--- src/rtl/seg_value_sequencer.sv ---
// seg_value_sequencer: buffers 32-bit words in a small FIFO and presents each one
// as eight hex digits for a fixed dwell time. The last word stays up while idle.
module seg_value_sequencer #(
    parameter int unsigned DEPTH       = 4,
    parameter int unsigned HOLD_CYCLES = 100_000_000
) (
    input  logic                     clk,
    input  logic                     rst_n,
    input  logic                     clear_i,
    input  logic                     in_valid_i,
    output logic                     in_ready_o,
    input  logic [31:0]              in_data_i,
    output logic [7:0][3:0]          value_o,
    output logic                     shown_o,
    output logic [$clog2(DEPTH):0]   count_o
);

    localparam int unsigned PtrW  = $clog2(DEPTH);
    localparam int unsigned CntW  = PtrW + 1;
    // A one-cycle dwell still needs a one-bit counter that simply stays at zero.
    localparam int unsigned HoldW = (HOLD_CYCLES > 1) ? $clog2(HOLD_CYCLES) : 1;

    typedef enum logic [1:0] {StIdle, StShow, StExpired} state_e;

    logic [31:0]     mem_q [DEPTH];
    logic [PtrW-1:0] wr_ptr_q, wr_ptr_d;
    logic [PtrW-1:0] rd_ptr_q, rd_ptr_d;
    logic [CntW-1:0] count_q, count_d;
    logic [HoldW-1:0] hold_q, hold_d;
    logic [31:0]     cur_q, cur_d;
    logic            shown_q, shown_d;
    state_e          state_q, state_d;

    logic full;
    logic push;
    logic pop;

    assign full       = (count_q == CntW'(DEPTH));
    // A pop in this cycle does not free a slot until the next cycle.
    assign in_ready_o = !full && !clear_i;
    assign push       = in_valid_i && in_ready_o;
    assign pop        = (count_q != '0) &&
                        ((state_q == StIdle) || (state_q == StExpired) ||
                         ((state_q == StShow) && (hold_q == '0)));

    assign value_o = cur_q;
    assign shown_o = shown_q;
    assign count_o = count_q;

    // Next-state for pointers, occupancy, dwell counter and display register.
    always_comb begin
        wr_ptr_d = wr_ptr_q;
        rd_ptr_d = rd_ptr_q;
        count_d  = count_q;
        hold_d   = hold_q;
        cur_d    = cur_q;
        shown_d  = shown_q;
        state_d  = state_q;

        if (clear_i) begin
            wr_ptr_d = '0;
            rd_ptr_d = '0;
            count_d  = '0;
            hold_d   = '0;
            cur_d    = '0;
            shown_d  = 1'b0;
            state_d  = StIdle;
        end else begin
            if (push) begin
                wr_ptr_d = wr_ptr_q + PtrW'(1);
            end
            if (push && !pop) begin
                count_d = count_q + CntW'(1);
            end else if (pop && !push) begin
                count_d = count_q - CntW'(1);
            end

            if (pop) begin
                rd_ptr_d = rd_ptr_q + PtrW'(1);
                cur_d    = mem_q[rd_ptr_q];
                hold_d   = HoldW'(HOLD_CYCLES - 1);
                shown_d  = 1'b1;
                state_d  = StShow;
            end else begin
                case (state_q)
                    StShow: begin
                        if (hold_q != '0) begin
                            hold_d = hold_q - HoldW'(1);
                        end else begin
                            state_d = StExpired;
                        end
                    end
                    default: ;
                endcase
            end
        end
    end

    // Control and display state; reset blanks the display immediately.
    always_ff @(posedge clk or negedge rst_n) begin
        if (!rst_n) begin
            wr_ptr_q <= '0;
            rd_ptr_q <= '0;
            count_q  <= '0;
            hold_q   <= '0;
            cur_q    <= '0;
            shown_q  <= 1'b0;
            state_q  <= StIdle;
        end else begin
            wr_ptr_q <= wr_ptr_d;
            rd_ptr_q <= rd_ptr_d;
            count_q  <= count_d;
            hold_q   <= hold_d;
            cur_q    <= cur_d;
            shown_q  <= shown_d;
            state_q  <= state_d;
        end
    end

    // FIFO storage; contents are don't-care after reset or clear.
    always_ff @(posedge clk) begin
        if (push) begin
            mem_q[wr_ptr_q] <= in_data_i;
        end
    end

endmodule

--- config.mk ---
export PLATFORM = sky130hd
export DESIGN_NAME = seg_value_sequencer
export DESIGN_NICKNAME = d
export VERILOG_FILES = /design/src/rtl/seg_value_sequencer.sv
export SDC_FILE = /design/constraint.sdc
export NUM_CORES = 1
export LEC_CHECK = 0
export BUFFER_PORTS_ARGS = -buffer_cell sky130_fd_sc_hd__buf_2
export CAP_MARGIN = 10
export CORE_MARGIN = 4
export CORE_UTILIZATION = 59
export DETAILED_ROUTE_END_ITERATION = 8
export PLACE_DENSITY = 0.76
export SLEW_MARGIN = 20
export SYNTH_ARGS = -nofsm -noshare
export SYNTH_HDL_FRONTEND = slang
export SYNTH_SLANG_ARGS = --single-unit
--- constraint.sdc ---
create_clock -name clk -period 4 [get_ports clk]
set_clock_uncertainty 0.15 [all_clocks]
set_input_delay 1 -clock clk [delete_from_list [all_inputs] [get_ports clk]]
set_output_delay 1 -clock clk [all_outputs]
set_load 0.03 [all_outputs]
### After elaboration in Yosys (flattened, before gate mapping)

Memory sizes are Yosys's and may differ from the RTL's.
Index checks and enable logic that the tools add are counted.

* add/subtract/negate cells: 5
* equality and inequality tests: 4
* multiplexer cells: 21
* reduce and logical (&&, ||, !) cells: 23

Operators by type and width (number)
* 27-bit two-way mux: 4
* 32-bit two-way mux: 2
* 27-bit logical NOT: 1
* 27-bit nonzero test: 1
* 27-bit by 1-bit subtractor with 27-bit output (second input constant): 1
* 2-bit two-way mux: 8
* 3-bit nonzero test: 4
* 3-bit two-way mux: 3
* 1-bit logical AND: 6
* 2-bit by 1-bit adder with 2-bit output (second input constant): 2
* 1-bit logical NOT: 4
* 1-bit two-way mux: 4
* 2-bit AND reduction: 2
* 2-bit nonzero test: 2
* 3-bit by 1-bit adder with 3-bit output (second input constant): 1
* 3-bit == test (second input constant): 1
* 3-bit inequality test (second input constant): 1
* 3-bit by 1-bit subtractor with 3-bit output (second input constant): 1
* 2-bit by 1-bit == test with 1-bit output (second input constant): 1
* 2-bit == test (second input constant): 1
* 2-bit logical NOT: 1
* 1-bit logical OR: 2

* flip-flop bits (word level): 69
* bits in writable memories: 128
* bits of input ports: 36
* output and inout port bits: 37
* word-level logic and storage cells: 61
* memories: 1

Memory list
* mem_q: words 4, bits a word 32, read ports 1, clocked after memory_dff 0, wr ports 1, line 25 `logic [31:0] mem_q [DEPTH];`

### Longest topological paths before layout

* depth after elaboration: 9
* mapped depth: 11

### Least setup slack after synthesis

Ideal clock, no wire load.

* kind: reg2reg
* start point: reg hold_q[17]
* end point: reg count_q[2], in the netlist count_o[2]
* arrival: 3.210 ns
* required time: 3.723 ns
* path slack: 0.512 ns
* stages on the path, launching flop included: 11
* period minus slack after synthesis: 3.488 ns
* cell sequence: dfrtp_1 > or4_4 > or4_1 > buf_6 > o31ai_4 > and2_4 > buf_8 > nor2_1 > fa_1 > o31a_1 > mux2_1

* longest elaborated chain between the ends: 8
* elaborated cells on any way between the ends: 10
* those cells by class: mux (2); reduce/logical (8)

RTL lines
* start, declared: line 29 `logic [HoldW-1:0] hold_q, hold_d;`
* start signal, assigned: line 113 `hold_q <= hold_d;`
* 27-bit logical NOT *: line 44 `((state_q == StShow) && (hold_q == '0)));`
* 1-bit logical AND *: line 44
* 1-bit logical OR *: line 43 `((state_q == StIdle) || (state_q == StExpired) ||`
* 1-bit logical AND *: line 42 `assign pop = (count_q != '0) &&`
* 1-bit logical NOT: line 72 `if (push && !pop) begin`
* 1-bit logical AND: line 72
* 3-bit two-way mux: line 72
* 3-bit two-way mux: line 60 `if (clear_i) begin`
* end signal, assigned: line 112 `count_q <= count_d;`
* end, declared: line 28 `logic [CntW-1:0] count_q, count_d;`

Every way passes the cells marked *; elsewhere a longest branch is shown, timed or not.
A chain may end at the register's enable or synchronous reset.

### Final worst setup path

* start point: reg hold_q[16]
* end point: reg count_q[2], in the netlist count_o[2]

The elaborated chain is that of the path after synthesis.

==> out/metrics.cfg <==
[status]
status=complete, no violations

[global_routing]
grt_pass1_vias=4827
grt_pass1_wl_mm=26.5
grt_util_all_layers_pct=22.1
antenna_found_initial=1
grt_max_degree=70
grt-ovfl-total=0

[yosys]
async_flop_share_pct=35.0
synth_seq_cells=197
synth_edf_count=128
syn-instance-count=490
syn-num-nets=533
synth_cell_type_count=58
synth_warnings=0
syn_area_per_cell_um2=16.3
seq_area_frac_synth_pct=69.6
ys.flop_type=edfxtp_1
syn-cell-area_mm2=0.00800

[sta]
finalWorstPathRequiredPeriod_ps=3740
tns_ps=0
max_slew_margin_pct=35.1
finalHoldViolCount=0
slew_violations=0
rsz0062_at_grt=false
worst_slew_pin_slew_ps=965
whs_ps=351
max_freq_ghz=0.268
final-setup-viol-count=0
finalCritPeriodShare_pct=93.4

[cts]
clk_latency_ps=430
cts_root_buf=clkbuf_16
cts_buffers=17
clk_pin_slew_ps=70
htreeDepth=4
cts_tree=yes
post_cts_buffers=0
cts_sinks=197
cts_resized=0
cts_buffer_depth=2
hold_buffers=0

[detailed_routing]
wl_met3_mm=1.15
drc=0
wl_per_cell_um=21.7
totalWireLength_mm=16.5
firstDrtPassIters=4
vias=4756
routed.top_layer=met5
via_per_inst=6.25
drt-initial-drc-count=408
ant_nets=0
wl_met2_mm=8.35
wl_met1_mm=6.73

[pwr]
worst_ir_drop_vdd_uv=519
totalPowerFinal_mw=6.51
powerDensity_mw_per_mm2=710
power.static_leakage_nw=3.52

[critical_path]
path_class=flop to flop
start_kind=flop
crit_chain=or4_4 > or4_1 > o31ai_4 > and2_4 > nor2_1 > fa_1 > o31a_1 > mux2_1
critical_path_buf_inv_count=0
path_max_fanout=9
cp.arrival_ps=3900
cp.required_ps=4160
crit_slowest_cell=or4_1
crit_family=simple AND/OR/NAND/NOR gates
critPathMaxStageDelay_ps=650
end_kind=flop

[final_layout]
layout_commonest_cell=edfxtp_1
mostFrequentLayoutCells=edfxtp_1 (128), buf_2 (71), dfrtp_1 (67), nor2_1 (37), a22o_1 (33)
drive_gt1_share_pct=27.5
nFillCells=873
area_growth_pct=14.6
finalNonFillerCells=761
diodes=0
nets=615

[place]
globalplace.congestion=0.885
dpl.cell_count=729
io_buffers=72
dp_hpwl_mm=9.95

[job]
drv_cap=0

[floorplanning]
initial_core_util_pct=60.4
io_pins=73
die_y_um=124
die_area_mm2=0.0155
die_width_um=124
row_count=42
core_mm2=0.0132

[min_path]
min_path_type=flop to flop

## cell families (layout without fill, tap and decap cells)
| group | after synthesis | count (layout) | synth area share [%] |
|---|---|---|---|
| XOR/XNOR | 12 | 12 | 1.41 |
| flip-flops | 197 | 197 | 69.6 |
| buffers and inverters | 30 | 125 | 2.00 |
| AND/OR/NAND/NOR | 124 | 124 | 7.88 |
| multiplexers | 35 | 35 | 9.52 |
| adder cells (fa/ha/maj) | 7 | 7 | 1.19 |
| AO/OA/AOI/OAI | 85 | 85 | 8.41 |
## sequential cells by signal (all words and copies together), names as in the netlist
signal / cells
mem_q: 128
value_o: 32
hold_q: 27
count_o: 3
rd_ptr_q: 2
state_q: 2
wr_ptr_q: 2
shown_o: 1
## worst paths after layout
check / slack [ps] / cells after the start / start / to
hold reg to reg: 350 / 1 / value_o[22] / value_o[22]
setup / recovery: 260 / 8 / hold_q[16] / count_o[2]
max in group asynchronous: 2480 / 1 / rst_n / rd_ptr_q[0]
setup reg to reg: 260 / 8 / hold_q[16] / count_o[2]
hold / removal: 350 / 1 / value_o[22] / value_o[22]
min in group asynchronous: 530 / 1 / rst_n / value_o[23]
## synthesized netlist by cell type (all sizes together), types with 2 or more instances
cell type | number | area [um^2]
edfxtp | 128 | 3840
dfrtp | 69 | 1730
nor2 | 38 | 145
a22o | 33 | 289
mux4 | 32 | 721
nand2 | 18 | 67.6
nor3 | 15 | 75.1
clkbuf | 12 | 45.0
buf | 11 | 88.8
nand3 | 11 | 55.1
a21oi | 10 | 50.1
nor4 | 9 | 56.3
o21ai | 9 | 45.0
xnor2 | 7 | 68.8
and3 | 6 | 37.5
ha | 6 | 75.1
inv | 6 | 22.5
nand4 | 6 | 37.5
o31ai | 6 | 72.6
a311oi | 5 | 43.8
xor2 | 5 | 43.8
a31oi | 4 | 25.0
and2 | 4 | 27.5
a21o | 3 | 22.5
mux2 | 3 | 41.3
nand2b | 3 | 18.8
nor2b | 3 | 18.8
or4 | 3 | 26.3
nor3b | 2 | 15.0
o21a | 2 | 15.0
o31a | 2 | 17.5
or3 | 2 | 12.5
## through the flow
stage | area, um^2 | setup slack (ps) | utilization (%)
after floorplan | 8000 | 512 | -
after global placement | 8580 | 379 | 64.8
after detailed placement | 8580 | 306 | 64.8
after CTS | 9170 | 265 | 69.2
after global routing | 9170 | 111 | 69.2
final | 9170 | 265 | 69.2
## layout make-up
cell class | instances | area, um^2 | area share (%)
clock inverters | 11 | 113 | 1.23
multi-input cells | 263 | 2280 | 24.9
inverters | 7 | 26.3 | 0.287
well taps | 176 | 220 | 2.40
flip-flops and latches | 197 | 5580 | 60.8
repair buffers | 86 | 480 | 5.24
clock buffers | 21 | 472 | 5.14
## per-layer routing
| layer | GRT usage [%] | vias up |
|---|---|---|
| li1 | - | 2107 |
| met3 | 7.08 | 30 |
| met5 | 0 | - |
| met4 | 7.87 | 2 |
| met2 | 35.7 | 185 |
| met1 | 28.6 | 2432 |
## where the power goes
group	internal, mW	total (mW)	switching, mW
sequential	2.51	2.85	0.349
combinational	0.784	1.97	1.19
clock	0.928	1.68	0.757
total	4.22	6.51	2.29
No activity file was read; power rests on OpenSTA's default activity.
